<file path="src/rtl/ecc_apb_initiator.sv">
`default_nettype none
// ============================================================================
// Module      : ecc_apb_initiator
// Description : APB requester that runs one ECC_ENC_DEC operation per request.
//               It writes DATA_IN, CODEWORD_WIDTH and NOISE, then CTRL. It then
//               waits for operation_done, or for a timeout, and returns the
//               captured result on a one-cycle response pulse.
//               The optional macro APB_READBACK_EN adds a read of each
//               configuration register right after it is written. A mismatch
//               sets the sticky rb_error flag.
// Revision    : 1.0 - initial release
// ============================================================================
module ecc_apb_initiator #(
  parameter int AMBA_ADDR_WIDTH = 20,
  parameter int AMBA_WORD       = 32,
  parameter int DATA_WIDTH      = 32,
  parameter int TIMEOUT_CYCLES  = 16
) (
  input  logic                       clk,
  input  logic                       rst,
  // Operation request
  input  logic                       op_valid,
  output logic                       op_ready,
  input  logic [1:0]                 op_ctrl,
  input  logic [AMBA_WORD-1:0]       op_data,
  input  logic [1:0]                 op_width,
  input  logic [AMBA_WORD-1:0]       op_noise,
  // Operation response
  output logic                       res_valid,
  output logic [DATA_WIDTH-1:0]      res_data,
  output logic [1:0]                 res_num_err,
  output logic                       res_timeout,
  output logic                       rb_error,
  // APB requester
  output logic [AMBA_ADDR_WIDTH-1:0] PADDR,
  output logic [AMBA_WORD-1:0]       PWDATA,
  output logic                       PSEL,
  output logic                       PENABLE,
  output logic                       PWRITE,
  input  logic [AMBA_WORD-1:0]       PRDATA,
  // Slave status
  input  logic [DATA_WIDTH-1:0]      data_out,
  input  logic                       operation_done,
  input  logic [1:0]                 num_of_errors
);

  typedef enum logic [2:0] {
    S_IDLE      = 3'd0,
    S_SETUP     = 3'd1,
    S_ACCESS    = 3'd2,
    S_WAIT_DONE = 3'd3,
    S_RESP      = 3'd4
  } state_t;

  // Register offsets inside the ECC_ENC_DEC block
  localparam logic [7:0] C_ADDR_CTRL  = 8'h00;
  localparam logic [7:0] C_ADDR_DATA  = 8'h04;
  localparam logic [7:0] C_ADDR_WIDTH = 8'h08;
  localparam logic [7:0] C_ADDR_NOISE = 8'h0C;

  // Index of the final transfer (always the CTRL write)
`ifdef APB_READBACK_EN
  localparam logic [2:0] C_LAST_STEP = 3'd6;
`else
  localparam logic [2:0] C_LAST_STEP = 3'd3;
`endif

  localparam logic [7:0] C_TIMEOUT = 8'(TIMEOUT_CYCLES);

  state_t                r_state;
  state_t                w_state_next;
  logic [2:0]            r_step;
  logic [2:0]            w_step_next;
  logic [7:0]            r_cnt;
  logic [7:0]            w_cnt_next;
  logic                  r_ready;

  // Latched request fields
  logic [1:0]            r_ctrl;
  logic [1:0]            r_width;
  logic [AMBA_WORD-1:0]  r_data;
  logic [AMBA_WORD-1:0]  r_noise;

  // Result holding registers
  logic [DATA_WIDTH-1:0] r_res_data;
  logic [1:0]            r_res_num_err;
  logic                  r_res_timeout;

  // Decoded current transfer
  logic [7:0]            w_offset;
  logic                  w_write;
  logic [AMBA_WORD-1:0]  w_value;

  logic                  w_bus;
  logic                  w_accept;
  logic                  w_done_hit;
  logic                  w_timeout_hit;

  assign w_accept      = op_valid && r_ready;
  assign w_bus         = (r_state == S_SETUP) || (r_state == S_ACCESS);
  // A done in the same cycle as the timeout takes priority
  assign w_done_hit    = (r_state == S_WAIT_DONE) && operation_done;
  assign w_timeout_hit = (r_state == S_WAIT_DONE) && !operation_done &&
                         ((r_cnt + 8'd1) == C_TIMEOUT);

  // Decode the step index into address, direction and associated value
  always_comb begin
    w_offset = C_ADDR_CTRL;
    w_write  = 1'b1;
    w_value  = AMBA_WORD'(r_ctrl);
`ifdef APB_READBACK_EN
    // Even steps write and odd steps read back the register just written
    w_write = ~r_step[0];
    case (r_step)
      3'd0, 3'd1: begin
        w_offset = C_ADDR_DATA;
        w_value  = r_data;
      end
      3'd2, 3'd3: begin
        w_offset = C_ADDR_WIDTH;
        w_value  = AMBA_WORD'(r_width);
      end
      3'd4, 3'd5: begin
        w_offset = C_ADDR_NOISE;
        w_value  = r_noise;
      end
      default: begin
        w_offset = C_ADDR_CTRL;
        w_value  = AMBA_WORD'(r_ctrl);
      end
    endcase
`else
    case (r_step)
      3'd0: begin
        w_offset = C_ADDR_DATA;
        w_value  = r_data;
      end
      3'd1: begin
        w_offset = C_ADDR_WIDTH;
        w_value  = AMBA_WORD'(r_width);
      end
      3'd2: begin
        w_offset = C_ADDR_NOISE;
        w_value  = r_noise;
      end
      default: begin
        w_offset = C_ADDR_CTRL;
        w_value  = AMBA_WORD'(r_ctrl);
      end
    endcase
`endif
  end

  // The bus outputs come from registered state, so an async reset idles the bus at once
  assign PSEL    = w_bus;
  assign PENABLE = (r_state == S_ACCESS);
  assign PWRITE  = w_bus && w_write;
  assign PADDR   = w_bus ? AMBA_ADDR_WIDTH'(w_offset) : '0;
  assign PWDATA  = (w_bus && w_write) ? w_value : '0;

  assign op_ready    = r_ready;
  assign res_valid   = (r_state == S_RESP);
  assign res_data    = r_res_data;
  assign res_num_err = r_res_num_err;
  assign res_timeout = r_res_timeout;

  // Next-state, step and wait-counter logic
  always_comb begin
    w_state_next = r_state;
    w_step_next  = r_step;
    w_cnt_next   = '0;
    case (r_state)
      S_IDLE: begin
        if (w_accept) begin
          w_state_next = S_SETUP;
          w_step_next  = '0;
        end
      end
      S_SETUP: begin
        w_state_next = S_ACCESS;
      end
      S_ACCESS: begin
        if (r_step == C_LAST_STEP) begin
          w_state_next = S_WAIT_DONE;
        end else begin
          // Back-to-back: the next SETUP directly follows this ACCESS
          w_state_next = S_SETUP;
          w_step_next  = r_step + 3'd1;
        end
      end
      S_WAIT_DONE: begin
        w_cnt_next = r_cnt + 8'd1;
        if (w_done_hit || w_timeout_hit) begin
          w_state_next = S_RESP;
        end
      end
      S_RESP: begin
        w_state_next = S_IDLE;
      end
      default: begin
        w_state_next = S_IDLE;
      end
    endcase
  end

  // State register; ready is registered so it stays low while rst is high
  always_ff @(posedge clk or posedge rst) begin
    if (rst) begin
      r_state <= S_IDLE;
      r_step  <= '0;
      r_cnt   <= '0;
      r_ready <= 1'b0;
    end else begin
      r_state <= w_state_next;
      r_step  <= w_step_next;
      r_cnt   <= w_cnt_next;
      r_ready <= (w_state_next == S_IDLE);
    end
  end

  // Latch the request fields on the accepting handshake
  always_ff @(posedge clk or posedge rst) begin
    if (rst) begin
      r_ctrl  <= '0;
      r_width <= '0;
      r_data  <= '0;
      r_noise <= '0;
    end else if (w_accept) begin
      r_ctrl  <= op_ctrl;
      r_width <= op_width;
      r_data  <= op_data;
      r_noise <= op_noise;
    end
  end

  // Capture the slave result, or zeros on timeout; held until the next RESP
  always_ff @(posedge clk or posedge rst) begin
    if (rst) begin
      r_res_data    <= '0;
      r_res_num_err <= '0;
      r_res_timeout <= 1'b0;
    end else if (w_done_hit) begin
      r_res_data    <= data_out;
      r_res_num_err <= num_of_errors;
      r_res_timeout <= 1'b0;
    end else if (w_timeout_hit) begin
      r_res_data    <= '0;
      r_res_num_err <= '0;
      r_res_timeout <= 1'b1;
    end
  end

`ifdef APB_READBACK_EN
  logic r_rb_error;

  // Sticky flag set when a readback returns something other than what was written
  always_ff @(posedge clk or posedge rst) begin
    if (rst) begin
      r_rb_error <= 1'b0;
    end else if ((r_state == S_ACCESS) && !w_write && (PRDATA != w_value)) begin
      r_rb_error <= 1'b1;
    end
  end

  assign rb_error = r_rb_error;
`else
  // Without readback the read-data bus has no consumer
  logic w_unused_prdata;
  assign w_unused_prdata = ^PRDATA;
  assign rb_error        = 1'b0;
`endif

endmodule
`default_nettype wire

</file>
<file path="config.mk">
export PLATFORM = sky130hd
export DESIGN_NAME = ecc_apb_initiator
export DESIGN_NICKNAME = d
export VERILOG_FILES = /design/src/rtl/ecc_apb_initiator.sv
export SDC_FILE = /design/constraint.sdc
export NUM_CORES = 1
export LEC_CHECK = 0
export ABC_CLOCK_PERIOD_IN_PS = 4980
export CORE_MARGIN = 4
export CORE_UTILIZATION = 38
export DETAILED_ROUTE_END_ITERATION = 16
export HOLD_SLACK_MARGIN = 0.15
export PLACE_DENSITY = 0.73
export RECOVER_POWER = 100
export SLEW_MARGIN = 10
export SYNTH_ARGS = -nofsm -noshare
export SYNTH_HDL_FRONTEND = slang
export SYNTH_SLANG_ARGS = --single-unit
</file>
<file path="constraint.sdc">
create_clock -name clk -period 4.98 [get_ports clk]
set_clock_uncertainty 0.2 [all_clocks]
set_input_delay 0.498 -clock clk [delete_from_list [all_inputs] [get_ports clk]]
set_output_delay 0.498 -clock clk [all_outputs]
set_load 0.05 [all_outputs]
</file>
======== After elaboration in Yosys (flattened, before gate mapping) ========
Cells that the tools add are included.
cells by class
  $add $sub $neg .......................... 2
  eq/ne operators ......................... 10
  mux-type cells .......................... 18
  reductions and logical operators ........ 13
operator list
  operator                                             count
  two-way mux 32 bit                                   3
  one-hot mux 32 bit (3 select lines)                  1
  two-way mux 8 bit                                    2
  equality test 3 x 2 -> 1 bit, second input constant  4
  two-way mux 3 bit                                    4
  one-hot mux 3 bit (4 select lines)                   1
  one-hot mux 4 bit (3 select lines)                   1
  logical NOT 3 bit                                    3
  adder 8 x 1 -> 8 bit, second input constant          1
  equality test 8 x 5 -> 1 bit, second input constant  1
  equality test 3 x 1 -> 1 bit, second input constant  2
  two-way mux 2 bit                                    3
  one-hot mux 3 bit (2 select lines)                   1
  logical AND 1 bit                                    4
  inequality test 2 bit, second input constant         2
  nonzero test 2 bit                                   2
  adder 3 x 1 -> 3 bit, second input constant          1
  equality test 3 bit, second input constant           1
  AND reduction 3 bit                                  1
  logical OR 1 bit                                     2
  two-way mux 1 bit                                    2
  logical NOT 1 bit                                    1
word-level totals
  register bits after elaboration ......... 118
  input port bits ......................... 138
  output and inout bits ................... 93
  logic and storage cells ................. 54

======== Logic depth before layout (Yosys ltp) ========
  word-level depth ........................ 7
  gate-level depth with buffers ........... 9
  gate-level depth less buffers ........... 6

======== Worst setup path after synthesis ========
Ideal clock, no wire load.
  path type ............................... register -> output
  from .................................... reg r_step[0]
  to ...................................... out PWDATA[10]
  data arrival time ....................... 2.020 ns
  required time ........................... 4.282 ns
  slack ................................... 2.262 ns
  stages on the path, launching flop included .. 7
  path buffers ............................ 1
  path through ............................ dfrtp_1 inv_1 ha_1 nor2b_1 clkbuf_1 a22oi_1 nor2_1
between the ends
  longest elaborated chain between the ends .. 3
  elaborated cells between the ends (all ways) .. 5
  those cells by class .................... 2 x eq/ne; 2 x mux; 1 x reduce/logical
RTL lines
  item                                                        line  text
  start, declared                                             72    logic [2:0] r_step;
  start signal, assigned                                      215   r_step <= w_step_next;
  equality test 3 x 2 -> 1 bit, or another cell as far along  133   case (r_step)
  one-hot mux 32 bit (3 select lines) *                       133
  two-way mux 32 bit *                                        159   assign PWDATA = (w_bus && w_write) ? w_value : '0;
  end, declared                                               36    output logic [AMBA_WORD-1:0] PWDATA,
Mark *: on every way between the ends. The rest lies on a longest branch, timed or not.

======== Final worst setup path ========
  from .................................... reg r_step[0]
  to ...................................... out PWDATA[9]
The elaborated chain is that of the path after synthesis.

==> summary.md <==
| Metric | Value |
|---|---|
| Endpoint class of the critical path | `output pin` |
| Maximum VDD drop | `343.9 uV` |
| Sequential element share of the synthesized area | `0.5502` |
| Max stage delay cell, worst path | `or2_1` |
| Post-DP HPWL | `10060 um` |
| Tightest Pin Transition | `1.950 ns` |
| Maxcap violations | `2` |
| Chip height | `126.8 um` |
| Routed WL | `14390 um` |
| Post-synthesis average cell area | `10.91 sq um` |
| GRT Residual Overflow | `0` |
| Share of layout cells above drive strength 1 | `0.1499` |
| GPL Wtd Cong | `0.7987` |
| Via density | `5.004` |
| Non-Filler Instances | `854` |
| Root Driver | `clkbuf_16` |
| Data required time at the worst endpoint | `4.28 ns` |
| Synthesis Warnings | `0` |
| Failing checks | `capacitance limit, slew limit` |
| Routed WL per cell | `16.85 um` |
| FF-to-FF setup slack | `1.21 ns` |
| Gr usage total | `0.1834` |
| Crit path largest cell delay | `0.98 ns` |
| # clock sinks | `118` |
| Mapped Area | `0.005366 sq mm` |
| Reg clk slew, reported paths | `0.05 ns` |
| Drt pass-1 iters | `4` |
| Commonest cells after routing, fill and taps aside | `dfrtp_1 (118), clkdlybuf4s50_1 (105), nand2_1 (76)` |
| Biggest area consumer among synthesized cells | `dfrtp_1` |
| Critical path fanouts, max | `30` |
| Diodes inserted | `0` |
| Routed vias | `4273` |
| Nets | `808` |
| Dpl cells | `824` |
| Clock H-tree levels | `4` |
| #FFs+latches synth | `118` |
| Unrepaired setup endpoints after global routing | `false` |
| Crit Path Class | `flop to output pin` |
| Die ar. | `0.01609 sq mm` |
| Area grow syn2layout | `44.25%` |
| Pin count of the biggest net entering global routing | `46` |
| # hold bufs at CTS | `0` |
| M1 WL | `5833 um` |
| Rel. slew slack | `-0.2997` |
| Status | `finished, violations left` |
| PwrDens | `700.1 mW/mm^2` |
| Setup TNS | `0 ns` |
| Most common cell after layout, fill and taps aside | `dfrtp_1` |
| First-pass GRT wire length | `23230 um` |
| CTS max path bufs | `2` |
| DR top layer | `met5` |
| Fin Hold WS | `0.2900 ns` |
| Gate Count Post-Synth | `492` |
| Final hold violations | `0` |
| Yosys top cell area share | `0.5502` |
| Startpoint type of the worst setup path | `flop` |
| Starting density of the core | `0.3866` |
| Initial antenna violation count | `1` |
| HP Class | `flop to flop` |
| Worst path arrival time | `3.51 ns` |
| DRC | `0` |
| CP Cell Sequence | `inv_1, ha_1, o31ai_1, or2_1, nor2_1, dlygate4sd3_1` |
| Metal2 WL | `6730 um` |
| Final Max Slew Viols | `73` |
| Post-CTS Resized | `0` |
| Final non-filler cell area | `0.007741 sq mm` |
| Fraction of the cycle the final worst path needs | `0.8458` |
| Yosys cell types | `42` |
| TritonCTS buffer count | `17` |
| Ports | `231` |
| Clk_lat worst skew | `0.40 ns` |
| DP Area | `0.007223 sq mm` |
| Setup-failing EPs final | `0` |
| CTS tree | `yes` |
| Leakage Power | `3.427 nW` |
| IO buf count | `179` |
| Final min period | `4.212 ns` |
| Rows | `43` |
| Core footprint | `0.01388 sq mm` |
| Initial drt markers | `242` |
| WL met3 | `1570 um` |
| Synth top area cells | `dfrtp_1 (55%), mux2_2 (14%), nand2_1 (5.3%)` |
| Routed Antenna Nets | `0` |
| Vias in the first global route | `4631` |
| Die X | `126.8 um` |
| Postcts setup bufs | `0` |
| Max frequency | `237.4 MHz` |
-- sequential cells by signal (all words and copies together) (netlist names), 2 cells and up --
name         flops
r_data          32
r_noise         32
r_ctrl           2
res_data        32
res_num_err      2
r_step           3
r_width          2
r_cnt            8
r_state          3
-- kinds of logic after synthesis --
| kind of cell | count (synthesis) | synth area share |
|---|---|---|
| adder cells (fa/ha/maj) | 7 | 0.01632 |
| multiplexers | 69 | 0.1446 |
| AO/OA/AOI/OAI | 84 | 0.09909 |
| XOR/XNOR | 8 | 0.01306 |
| other | 1 | 0.0006988 |
| flip-flops | 118 | 0.5502 |
| buffers and inverters | 58 | 0.05922 |
| AND/OR/NAND/NOR | 147 | 0.1168 |
-- final cells by class --
cell class / count / area [sq um]
tap: 180 / 225.2
inverter: 7 / 27.53
clock inverter: 4 / 45.04
clock buffer: 26 / 499.2
multi-input combinational: 334 / 2162
fill: 1203 / 6140
sequential: 118 / 2953
timing repair buffer: 185 / 1829
-- metrics by stage --
step,power (W),utilization,setup WS [ns]
after CTS,0.005581,0.5596,0.8757
after detailed placement,0.004421,0.5204,1.334
final,0.005420,0.5577,0.7677
after floorplan,0.003522,-,1.153
after global placement,0.004350,0.5204,1.410
after global routing,0.005731,0.5577,0.5020
-- cells in the mapped netlist --
| cell type | n |
|---|---|
| dfrtp_1 | 118 |
| nand2_1 | 76 |
| mux2_2 | 68 |
| nor2_1 | 45 |
| a22oi_1 | 31 |
| o21ai_0 | 29 |
| buf_4 | 22 |
| clkbuf_1 | 18 |
| o21ai_1 | 9 |
| buf_1 | 7 |
| ha_1 | 7 |
| inv_1 | 7 |
| xor2_1 | 5 |
| a21oi_1 | 4 |
| and2_1 | 4 |
| nor3_1 | 4 |
| xnor2_1 | 3 |
| a222oi_1 | 2 |
| a31oi_1 | 2 |
| and4_1 | 2 |
| buf_6 | 2 |
| nand2b_1 | 2 |
| nand3_1 | 2 |
| nand4_1 | 2 |
| nor2b_1 | 2 |
| nor3b_1 | 2 |
| o31ai_1 | 2 |
| a211o_1 | 1 |
| a21o_1 | 1 |
| a311oi_1 | 1 |
| and3_2 | 1 |
| buf_2 | 1 |
| clkbuf_2 | 1 |
| conb_1 | 1 |
| mux2i_1 | 1 |
| nor4_1 | 1 |
| nor4b_2 | 1 |
| o21a_1 | 1 |
| o32ai_1 | 1 |
| or2_0 | 1 |
| or2_2 | 1 |
| or3_1 | 1 |
-- worst max-delay path, delay by kind of cell (launching register included) --
family | cells | cell delay (ns)
AND/OR/NAND/NOR | 2 | 1.14
buffers and inverters | 2 | 0.93
AO/OA/AOI/OAI | 1 | 0.37
flip-flops | 1 | 0.40
adder cells (fa/ha/maj) | 1 | 0.26
-- power by group --
part	internal (W)	switching (W)
combinational	0.000924	0.00173
sequential	0.00140	0.000243
clock	0.000730	0.000399
total	0.00305	0.00237
-- worst paths after layout --
path,startpoint,to,depth (start not counted)
min in group asynchronous,rst,res_data[12],2
hold reg to reg,res_timeout,res_timeout,1
max in group asynchronous,rst,r_noise[3],3
hold / removal,res_timeout,res_timeout,1
setup / recovery,r_step[0],PWDATA[9],6
setup reg to reg,op_ready,r_data[14],3
-- layer usage --
layer  up-vias  track usage
met2       188       0.2998
met5         -            0
met1      2075       0.2104
met3        20      0.08589
li1       1988            -
met4         2      0.06814
No activity file was read; power rests on OpenSTA's default activity.
